<file path="config.mk">
export PLATFORM = sky130hd
export DESIGN_NAME = nonce_result_scanner
export DESIGN_NICKNAME = d
export VERILOG_FILES = /design/src/rtl/btc_pkg.sv /design/src/rtl/min_tracker.sv /design/src/rtl/nonce_result_scanner.sv
export SDC_FILE = /design/constraint.sdc
export NUM_CORES = 1
export LEC_CHECK = 0
export ABC_CLOCK_PERIOD_IN_PS = 4110
export BUFFER_PORTS_ARGS = -buffer_cell sky130_fd_sc_hd__buf_4
export CAP_MARGIN = 15
export CORE_UTILIZATION = 35
export DETAILED_ROUTE_END_ITERATION = 8
export PLACE_DENSITY_LB_ADDON = 0.08
export SLEW_MARGIN = 20
export SYNTH_ARGS = -nofsm -noshare
export SYNTH_HDL_FRONTEND = slang
export SYNTH_HIERARCHICAL = 1
export SYNTH_SLANG_ARGS = --single-unit
</file>
<file path="constraint.sdc">
create_clock -name clk -period 4.11 [get_ports clk]
set_input_delay 0.2055 -clock clk [delete_from_list [all_inputs] [get_ports clk]]
set_output_delay 0.2055 -clock clk [all_outputs]
set_load 0.01 [all_outputs]
</file>
<file path="src/rtl/btc_pkg.sv">
// Shared definitions for the bitcoin hasher and the nonce result scanner.
// Holds the scanner state encoding, hash/nonce/count widths, the
// all-ones hash seed, and the packed result bundle the min tracker drives.
package btc_pkg;

  localparam int HASH_W  = 32;
  localparam int NONCE_W = 8;
  localparam int CNT_W   = 9;   // counts 0..256 matches

  // Seed for the running minimum; every real hash compares <= to it.
  localparam logic [HASH_W-1:0] HASH_INIT = 32'hFFFF_FFFF;

  typedef enum logic [2:0] {
    IDLE = 3'd0,
    SCAN = 3'd1,
    WB0  = 3'd2,
    WB1  = 3'd3,
    DONE = 3'd4
  } state_t;

  typedef struct packed {
    logic [NONCE_W-1:0] nonce;
    logic [HASH_W-1:0]  hash;
    logic               found;
    logic [CNT_W-1:0]   cnt;
  } result_t;

endpackage

</file>
<file path="src/rtl/min_tracker.sv">
// Running-minimum tracker for the nonce result scanner.
// Ports:
//   clk, reset_n  clock / async active-low reset
//   i_clr         reload seed state (start of a scan)
//   i_vld         i_word / i_idx hold a captured hash this cycle
//   i_last        this capture is the final nonce; latch found
//   i_word        captured hash word
//   i_idx         nonce index of i_word
//   i_target      difficulty target latched at start
//   o_res         best nonce, best hash, found flag, match count
module min_tracker
  import btc_pkg::*;
(
  input  logic               clk,
  input  logic               reset_n,
  input  logic               i_clr,
  input  logic               i_vld,
  input  logic               i_last,
  input  logic [HASH_W-1:0]  i_word,
  input  logic [NONCE_W-1:0] i_idx,
  input  logic [HASH_W-1:0]  i_target,
  output result_t            o_res
);

  logic [NONCE_W-1:0] r_nonce;
  logic [HASH_W-1:0]  r_hash;
  logic               r_found;
  logic [CNT_W-1:0]   r_cnt;

  logic               w_lt_best;
  logic               w_lt_tgt;
  logic [HASH_W-1:0]  w_new_best;

  // Strict compare: an equal later hash never displaces an earlier nonce.
  assign w_lt_best  = i_word < r_hash;
  assign w_lt_tgt   = i_word < i_target;
  assign w_new_best = w_lt_best ? i_word : r_hash;

  always_ff @(posedge clk or negedge reset_n) begin
    if (!reset_n) begin
      r_nonce <= '0;
      r_hash  <= HASH_INIT;
      r_found <= 1'b0;
      r_cnt   <= '0;
    end else if (i_clr) begin
      r_nonce <= '0;
      r_hash  <= HASH_INIT;
      r_found <= 1'b0;
      r_cnt   <= '0;
    end else if (i_vld) begin
      if (w_lt_best) begin
        r_hash  <= i_word;
        r_nonce <= i_idx;
      end
      if (w_lt_tgt) r_cnt <= r_cnt + 1'b1;
      // Use the minimum including this capture, not last cycle's.
      if (i_last) r_found <= w_new_best < i_target;
    end
  end

  assign o_res = '{nonce: r_nonce, hash: r_hash, found: r_found, cnt: r_cnt};

endmodule

</file>
<file path="src/rtl/nonce_result_scanner.sv">
// Nonce result scanner: reads NUM_NONCES hash words (H0 per nonce) from
// the shared single-port memory starting at result_addr, tracks the
// smallest one and counts hashes below the difficulty target.
// Optional feature macro BEST_WRITEBACK_EN: after the scan, writes
// {24'b0,best_nonce} to base+NUM_NONCES and best_hash to base+NUM_NONCES+1.
// Ports:
//   clk, reset_n              clock / async active-low reset
//   start, result_addr,target start handshake; base and target sampled with start
//   done                      results valid
//   mem_clk, mem_we, mem_addr, mem_write_data, mem_read_data
//                             memory port (read data is one cycle late)
//   best_nonce, best_hash, found, match_count   scan results
module nonce_result_scanner
  import btc_pkg::*;
#(
  parameter int NUM_NONCES = 16,
  parameter int ADDR_W     = 16
) (
  input  logic               clk,
  input  logic               reset_n,
  input  logic               start,
  input  logic [ADDR_W-1:0]  result_addr,
  input  logic [HASH_W-1:0]  target,
  output logic               done,
  output logic               mem_clk,
  output logic               mem_we,
  output logic [ADDR_W-1:0]  mem_addr,
  output logic [HASH_W-1:0]  mem_write_data,
  input  logic [HASH_W-1:0]  mem_read_data,
  output logic [NONCE_W-1:0] best_nonce,
  output logic [HASH_W-1:0]  best_hash,
  output logic               found,
  output logic [CNT_W-1:0]   match_count
);

  localparam int STAGES = 1;
  localparam logic [CNT_W-1:0]   N_CNT    = CNT_W'(NUM_NONCES);
  localparam logic [NONCE_W-1:0] LAST_IDX = NONCE_W'(NUM_NONCES - 1);

  state_t              r_state, w_next;
  logic [ADDR_W-1:0]   r_base;
  logic [HASH_W-1:0]   r_target;
  logic [CNT_W-1:0]    r_rd_idx;
  logic [NONCE_W-1:0]  r_cap_idx;
  logic [STAGES:0]     vld_pipe;   // [0] addr issued, [1] its word is on mem_read_data
  logic                r_fin;      // last word captured on the previous edge
  logic                r_done;
  logic [ADDR_W-1:0]   r_mem_addr;

  logic                w_start;
  logic                w_issue;
  logic                w_cap;
  logic                w_last_cap;
  result_t             w_res;

  assign w_start    = ((r_state == IDLE) || (r_state == DONE)) && start;
  assign w_issue    = (r_state == SCAN) && (r_rd_idx < N_CNT);
  assign w_cap      = (r_state == SCAN) && vld_pipe[STAGES];
  assign w_last_cap = w_cap && (r_cap_idx == LAST_IDX);

  always_ff @(posedge clk or negedge reset_n) begin
    if (!reset_n) r_state <= IDLE;
    else          r_state <= w_next;
  end

  always_comb begin
    w_next = r_state;
    unique case (r_state)
      IDLE: if (start) w_next = SCAN;
`ifdef BEST_WRITEBACK_EN
      SCAN: if (r_fin) w_next = WB0;
`else
      SCAN: if (r_fin) w_next = DONE;
`endif
      WB0:  w_next = WB1;
      WB1:  w_next = DONE;
      DONE: if (start) w_next = SCAN;
      default: w_next = IDLE;
    endcase
  end

`ifdef BEST_WRITEBACK_EN
  localparam logic [ADDR_W-1:0] WB_OFF0 = ADDR_W'(NUM_NONCES);
  localparam logic [ADDR_W-1:0] WB_OFF1 = ADDR_W'(NUM_NONCES + 1);
  logic              r_mem_we;
  logic [HASH_W-1:0] r_wdata;
`endif

  always_ff @(posedge clk or negedge reset_n) begin
    if (!reset_n) begin
      r_base     <= '0;
      r_target   <= '0;
      r_rd_idx   <= '0;
      r_cap_idx  <= '0;
      vld_pipe   <= '0;
      r_fin      <= 1'b0;
      r_done     <= 1'b0;
      r_mem_addr <= '0;
`ifdef BEST_WRITEBACK_EN
      r_mem_we   <= 1'b0;
      r_wdata    <= '0;
`endif
    end else begin
      unique case (r_state)
        IDLE, DONE: if (start) begin
          r_base     <= result_addr;
          r_target   <= target;
          r_mem_addr <= result_addr;   // word 0 issued on the start edge
          r_rd_idx   <= CNT_W'(1);
          r_cap_idx  <= '0;
          vld_pipe   <= {{STAGES{1'b0}}, 1'b1};
          r_fin      <= 1'b0;
          r_done     <= 1'b0;
`ifdef BEST_WRITEBACK_EN
          r_mem_we   <= 1'b0;
`endif
        end
        SCAN: begin
          vld_pipe <= {vld_pipe[STAGES-1:0], w_issue};
          if (w_issue) begin
            // Wraps modulo 2**ADDR_W by truncation.
            r_mem_addr <= r_base + ADDR_W'(r_rd_idx);
            r_rd_idx   <= r_rd_idx + 1'b1;
          end
          if (w_cap) r_cap_idx <= r_cap_idx + 1'b1;
          r_fin <= w_last_cap;
          if (r_fin) begin
`ifdef BEST_WRITEBACK_EN
            r_mem_we   <= 1'b1;
            r_mem_addr <= r_base + WB_OFF0;
            r_wdata    <= {{(HASH_W-NONCE_W){1'b0}}, w_res.nonce};
`else
            r_done     <= 1'b1;
`endif
          end
        end
`ifdef BEST_WRITEBACK_EN
        WB0: begin
          r_mem_we   <= 1'b1;
          r_mem_addr <= r_base + WB_OFF1;
          r_wdata    <= w_res.hash;
        end
        WB1: begin
          r_mem_we <= 1'b0;
          r_done   <= 1'b1;
        end
`else
        WB0, WB1: ;
`endif
        default: ;
      endcase
    end
  end

  min_tracker u_min (
    .clk      (clk),
    .reset_n  (reset_n),
    .i_clr    (w_start),
    .i_vld    (w_cap),
    .i_last   (w_last_cap),
    .i_word   (mem_read_data),
    .i_idx    (r_cap_idx),
    .i_target (r_target),
    .o_res    (w_res)
  );

  assign mem_clk     = clk;
  assign mem_addr    = r_mem_addr;
  assign done        = r_done;
  assign best_nonce  = w_res.nonce;
  assign best_hash   = w_res.hash;
  assign found       = w_res.found;
  assign match_count = w_res.cnt;

`ifdef BEST_WRITEBACK_EN
  assign mem_we         = r_mem_we;
  assign mem_write_data = r_wdata;
`else
  assign mem_we         = 1'b0;
  assign mem_write_data = '0;
`endif

endmodule

</file>
== Word level (Yosys, flattened, before mapping) ==
Index checks and enable logic that the tools add are counted.
Widths: inputs -> output; s select.
Word-level totals
  output and inout bits: 101
  input bits: 83
  logic and storage cells: 81
  register bits after elaboration: 138
Cells by class
  muxes and demuxes: 30
  $add $sub $neg: 4
  $lt $le $gt $ge: 4
  reduce and logical (&&, ||, !) cells: 21
  eq/ne operators: 9
Operators by type and width (count)
  $lt 32x32->1: 3
  $mux 32: 3
  $mux 9: 5
  $mux 8: 5
  $mux 16: 2
  $pmux 16 s2: 1
  $add 9x1->9 const B: 2
  $pmux 9 s2: 1
  $add 16x9->16: 1
  $pmux 8 s2: 1
  $pmux 3 s4: 1
  $reduce_and 2->1: 6
  $reduce_bool 2->1: 5
  $lt 9x5->1 const B: 1
  $reduce_and 3->1: 3
  $add 8x1->8 const B: 1
  $eq 8x4->1 const B: 1
  $eq 3x2->1 const B: 2
  $mux 3: 2
  $ne 2x2->1 const B: 3
  $mux 1: 5
  $logic_and 1x1->1: 4
  $pmux 1 s2: 2
  $pmux 2 s2: 1
  7 further kinds: 7

== Longest topological paths before layout ==
  depth in word-level cells: 6
  mapped depth: 18
  depth with buffers taken out: 17

== Hierarchy ==
The synthesis kept the hierarchy.
Modules (own cells, without submodules)
  min_tracker: area each 4750.8 um^2, cells each 563, times used 1
  nonce_result_scanner: area each 4344.2 um^2, cells each 486, times used 1

==> run_results.csv <==
group,metric,value,unit
critical_path,worstSetupEndpointType,"register",
grt,grt_max_degree,90,
cells_and_area,drive_above_1_share,20.2,%
logic_synthesis,seq_area_frac_synth,38.4,%
place,dp.final_hpwl,17700,um
logic_synthesis,ys.flop_type,"dfrtp_1",
routing,via_per_inst,4.95,
cells_and_area,area_growth,32.0,%
timing,period_share,95.0,%
logic_synthesis,ys_ff_latch,138,
logic_synthesis,async_reset_ff_share,100,%
min_path,min_path_type,"input pin to asynchronous set/reset pin",
timing,min_period,3910,ps
timing,rsz0062_at_grt,"false",
routing,wl,25200,um
routing,drc,0,
logic_synthesis,synth.distinct_cells,64,
cells_and_area,num_antenna_cells,0,
clocking,path_clk_slew,60,ps
critical_path,cp_max_fo,16,
grt,antenna_found_initial,0,
cells_and_area,layout.cells.non_filler,1620,
grt,grt_overflow,0,
die,io_pins,184,
die,rows,58,
logic_synthesis,yosys-top-cells-area,"dfrtp_1 29%, ha_1 14%, dfstp_2 9.2%",
logic_synthesis,syn_inst,1049,
timing,worst_slew_pin_slew,986,ps
logic_synthesis,post-synth-top-area-cell,"dfrtp_1",
critical_path,critical_path_arrival,4380,ps
cells_and_area,nets,1466,
place,gp_congestion,0.824,
power_and_ir_drop,p_leak,6.06,nW
die,start_util,35.9,%
die,die_w,163,um
critical_path,crit_type,"register to register",
cells_and_area,layout.filler_cells,2463,
power_and_ir_drop,power_density,773,nW/um2
critical_path,reg2reg_from,"u_min/r_hash[30]",
critical_path,reg2reg_depth,18,
power_and_ir_drop,irDropWorstVdd,0.373,mV
die,fp.dieH,163,um
routing,dr.pass1.iters,5,
clocking,cts_tree,"built",
logic_synthesis,synthTopCellsByCount,"220 x nand2_1, 106 x dfrtp_1, 105 x ha_1, 79 x nor2_1, 73 x inv_1",
critical_path,startpoint_type,"register",
timing,setup_viol,0,
routing,drt_iter0_drc,445,
die,dieArea,26600,um2
die,core_area,25300,um2
critical_path,reg2reg_setup_slack,200,ps
timing,whs,342,ps
logic_synthesis,syn_area,9090,um2
logic_synthesis,yosysWarnings,6,
critical_path,cp-endpoint,"u_min/r_found",
grt,grt_usage,19.3,%
place,dp_cells,1500,
critical_path,crit_required,4580,ps
grt,grt_pass1_vias,7717,
timing,slew_violations,0,
job,cap_violations,0,
grt,grt_pass1_wl,40000,um
timing,slew_headroom,34.0,%
place,numPortBuffers,150,
critical_path,r2r_end,"u_min/r_found",
logic_synthesis,yosysMostFrequentCell,"nand2_1",
timing,finalHoldViolations,0,
logic_synthesis,synth_enable_flop_cells,0,
routing,wl_per_cell,15.6,um
logic_synthesis,syn_area_per_cell,8.67,um2
outcome,status,"complete, no violations",
routing,vias,8017,
clocking,clk_latency,550,ps
logic_synthesis,netlist.area_leader.share,29.2,%
timing,max_clock_freq,256,MHz
critical_path,startpoint,"u_min/r_hash[30]",
timing,skew,12.2,ps
routing,ant_nets,0,
[repair_timing]
| item | in CTS | in global routing |
|---|---|---|
| endpoints found under the hold margin | 152 | 0 |
| cloned | 0 | 1 |
| hold buffers | 82 | 0 |
| setup endpoints to repair | 1 | 1 |
| pin swaps | 0 | 4 |
| gates resized for setup | 1 | 12 |
| buffers inserted | 0 | 2 |
[worst min-delay path by stage]
stage / endpoint / slack (ps) / depth (start not counted)
after global placement: mem_clk / 300 / 1
after floorplan: done / -90 / 0
after detailed placement: mem_clk / 300 / 1
after CTS: r_target[8] / 370 / 2
after global routing: r_target[9] / 400 / 4
final: r_target[8] / 340 / 2
[worst max-delay path, stage by stage, from the launching register on]
cell and delay (ps):
dfstp_2 530, inv_1 60, ha_1 310, nand4_1 180, or4_4 620, nor2_2 150
o2bb2ai_4 190, nor2_4 120, buf_4 200, nand2_1 70, o21ai_0 80, ha_1 310
a21o_1 160, a21o_1 170, a21oi_1 160, o21ai_0 110, a31oi_1 200, o22ai_1 100
a21oi_1 110
[registers in the layout, summed over array words and instances, names as in the netlist]
| name | cells |
|---|---|
| r_target | 32 |
| r_cap_idx | 8 |
| vld_pipe | 2 |
| r_base | 16 |
| u_min/r_hash | 32 |
| r_fin | 1 |
| u_min/r_nonce | 8 |
| u_min/r_found | 1 |
| u_min/r_cnt | 9 |
| r_state | 3 |
| r_rd_idx | 9 |
| done | 1 |
| mem_addr | 16 |
[final cells by class]
| cell class | count | area (um2) | share of cell area (%) |
|---|---|---|---|
| clock buffer | 21 | 508 | 4.23 |
| clock inverter | 15 | 156 | 1.30 |
| inverter | 73 | 277 | 2.30 |
| multi-input combinational | 796 | 5080 | 42.3 |
| sequential | 138 | 3490 | 29.1 |
| tap | 330 | 413 | 3.44 |
| timing repair buffer | 247 | 2080 | 17.3 |
[cell families after synthesis]
kind of cell / count (synthesis) / share of synthesized area [%]
XOR/XNOR: 13 / 1.25
other: 1 / 0.0412
flip-flops: 138 / 38.4
adder cells (fa/ha/maj): 106 / 14.7
AO/OA/AOI/OAI: 229 / 16.5
AND/OR/NAND/NOR: 400 / 19.7
buffers and inverters: 148 / 7.80
multiplexers: 14 / 1.61
[power by group]
part	switching [W]	internal (W)	total (W)
clock network	0.000721	0.000993	0.00171
registers	0.000404	0.00209	0.00249
logic	0.00287	0.00220	0.00507
[layout by cell type, fill, tap and decap left out, types with 5 or more instances in the layout]
cell type / instances
nor2_1: 77
dlygate4sd3_1: 82
conb_1: 33
xnor2_1: 7
o31ai_1: 6
nand2_1: 219
buf_4: 164
a211o_1: 36
and4_1: 8
dfstp_2: 32
clkbuf_16: 20
nor3_1: 10
nor2b_1: 7
inv_1: 72
o211ai_1: 9
nand3_1: 16
nand4_1: 23
inv_8: 5
dfrtp_1: 106
a31oi_1: 12
or3_1: 6
a21o_1: 22
ha_1: 105
mux2i_1: 9
mux2_2: 5
o21ai_0: 59
a21oi_1: 47
xor2_1: 6
[per-stage QoR]
stage                     utilization (%)  setup TNS [ps]  area (um2)  setup slack [ps]  total power (W)
after floorplan                         -               0        9220               389          0.00590
after global placement               41.3               0       10500              48.9          0.00746
after detailed placement             41.3           -5.38       10500             -5.38          0.00750
after CTS                            47.1               0       11900              85.8          0.00933
after global routing                 47.4               0       12000              3.55           0.0101
final                                47.4               0       12000               204          0.00928
[per-layer routing]
layer	routed length, um	up-vias	track usage [%]
li1	-	4065	-
met1	12200	3776	25.7
met2	11700	154	31.8
met3	849	22	3.07
met4	427	0	6.07
met5	0	-	0
Power figures use the tool's default switching activity.
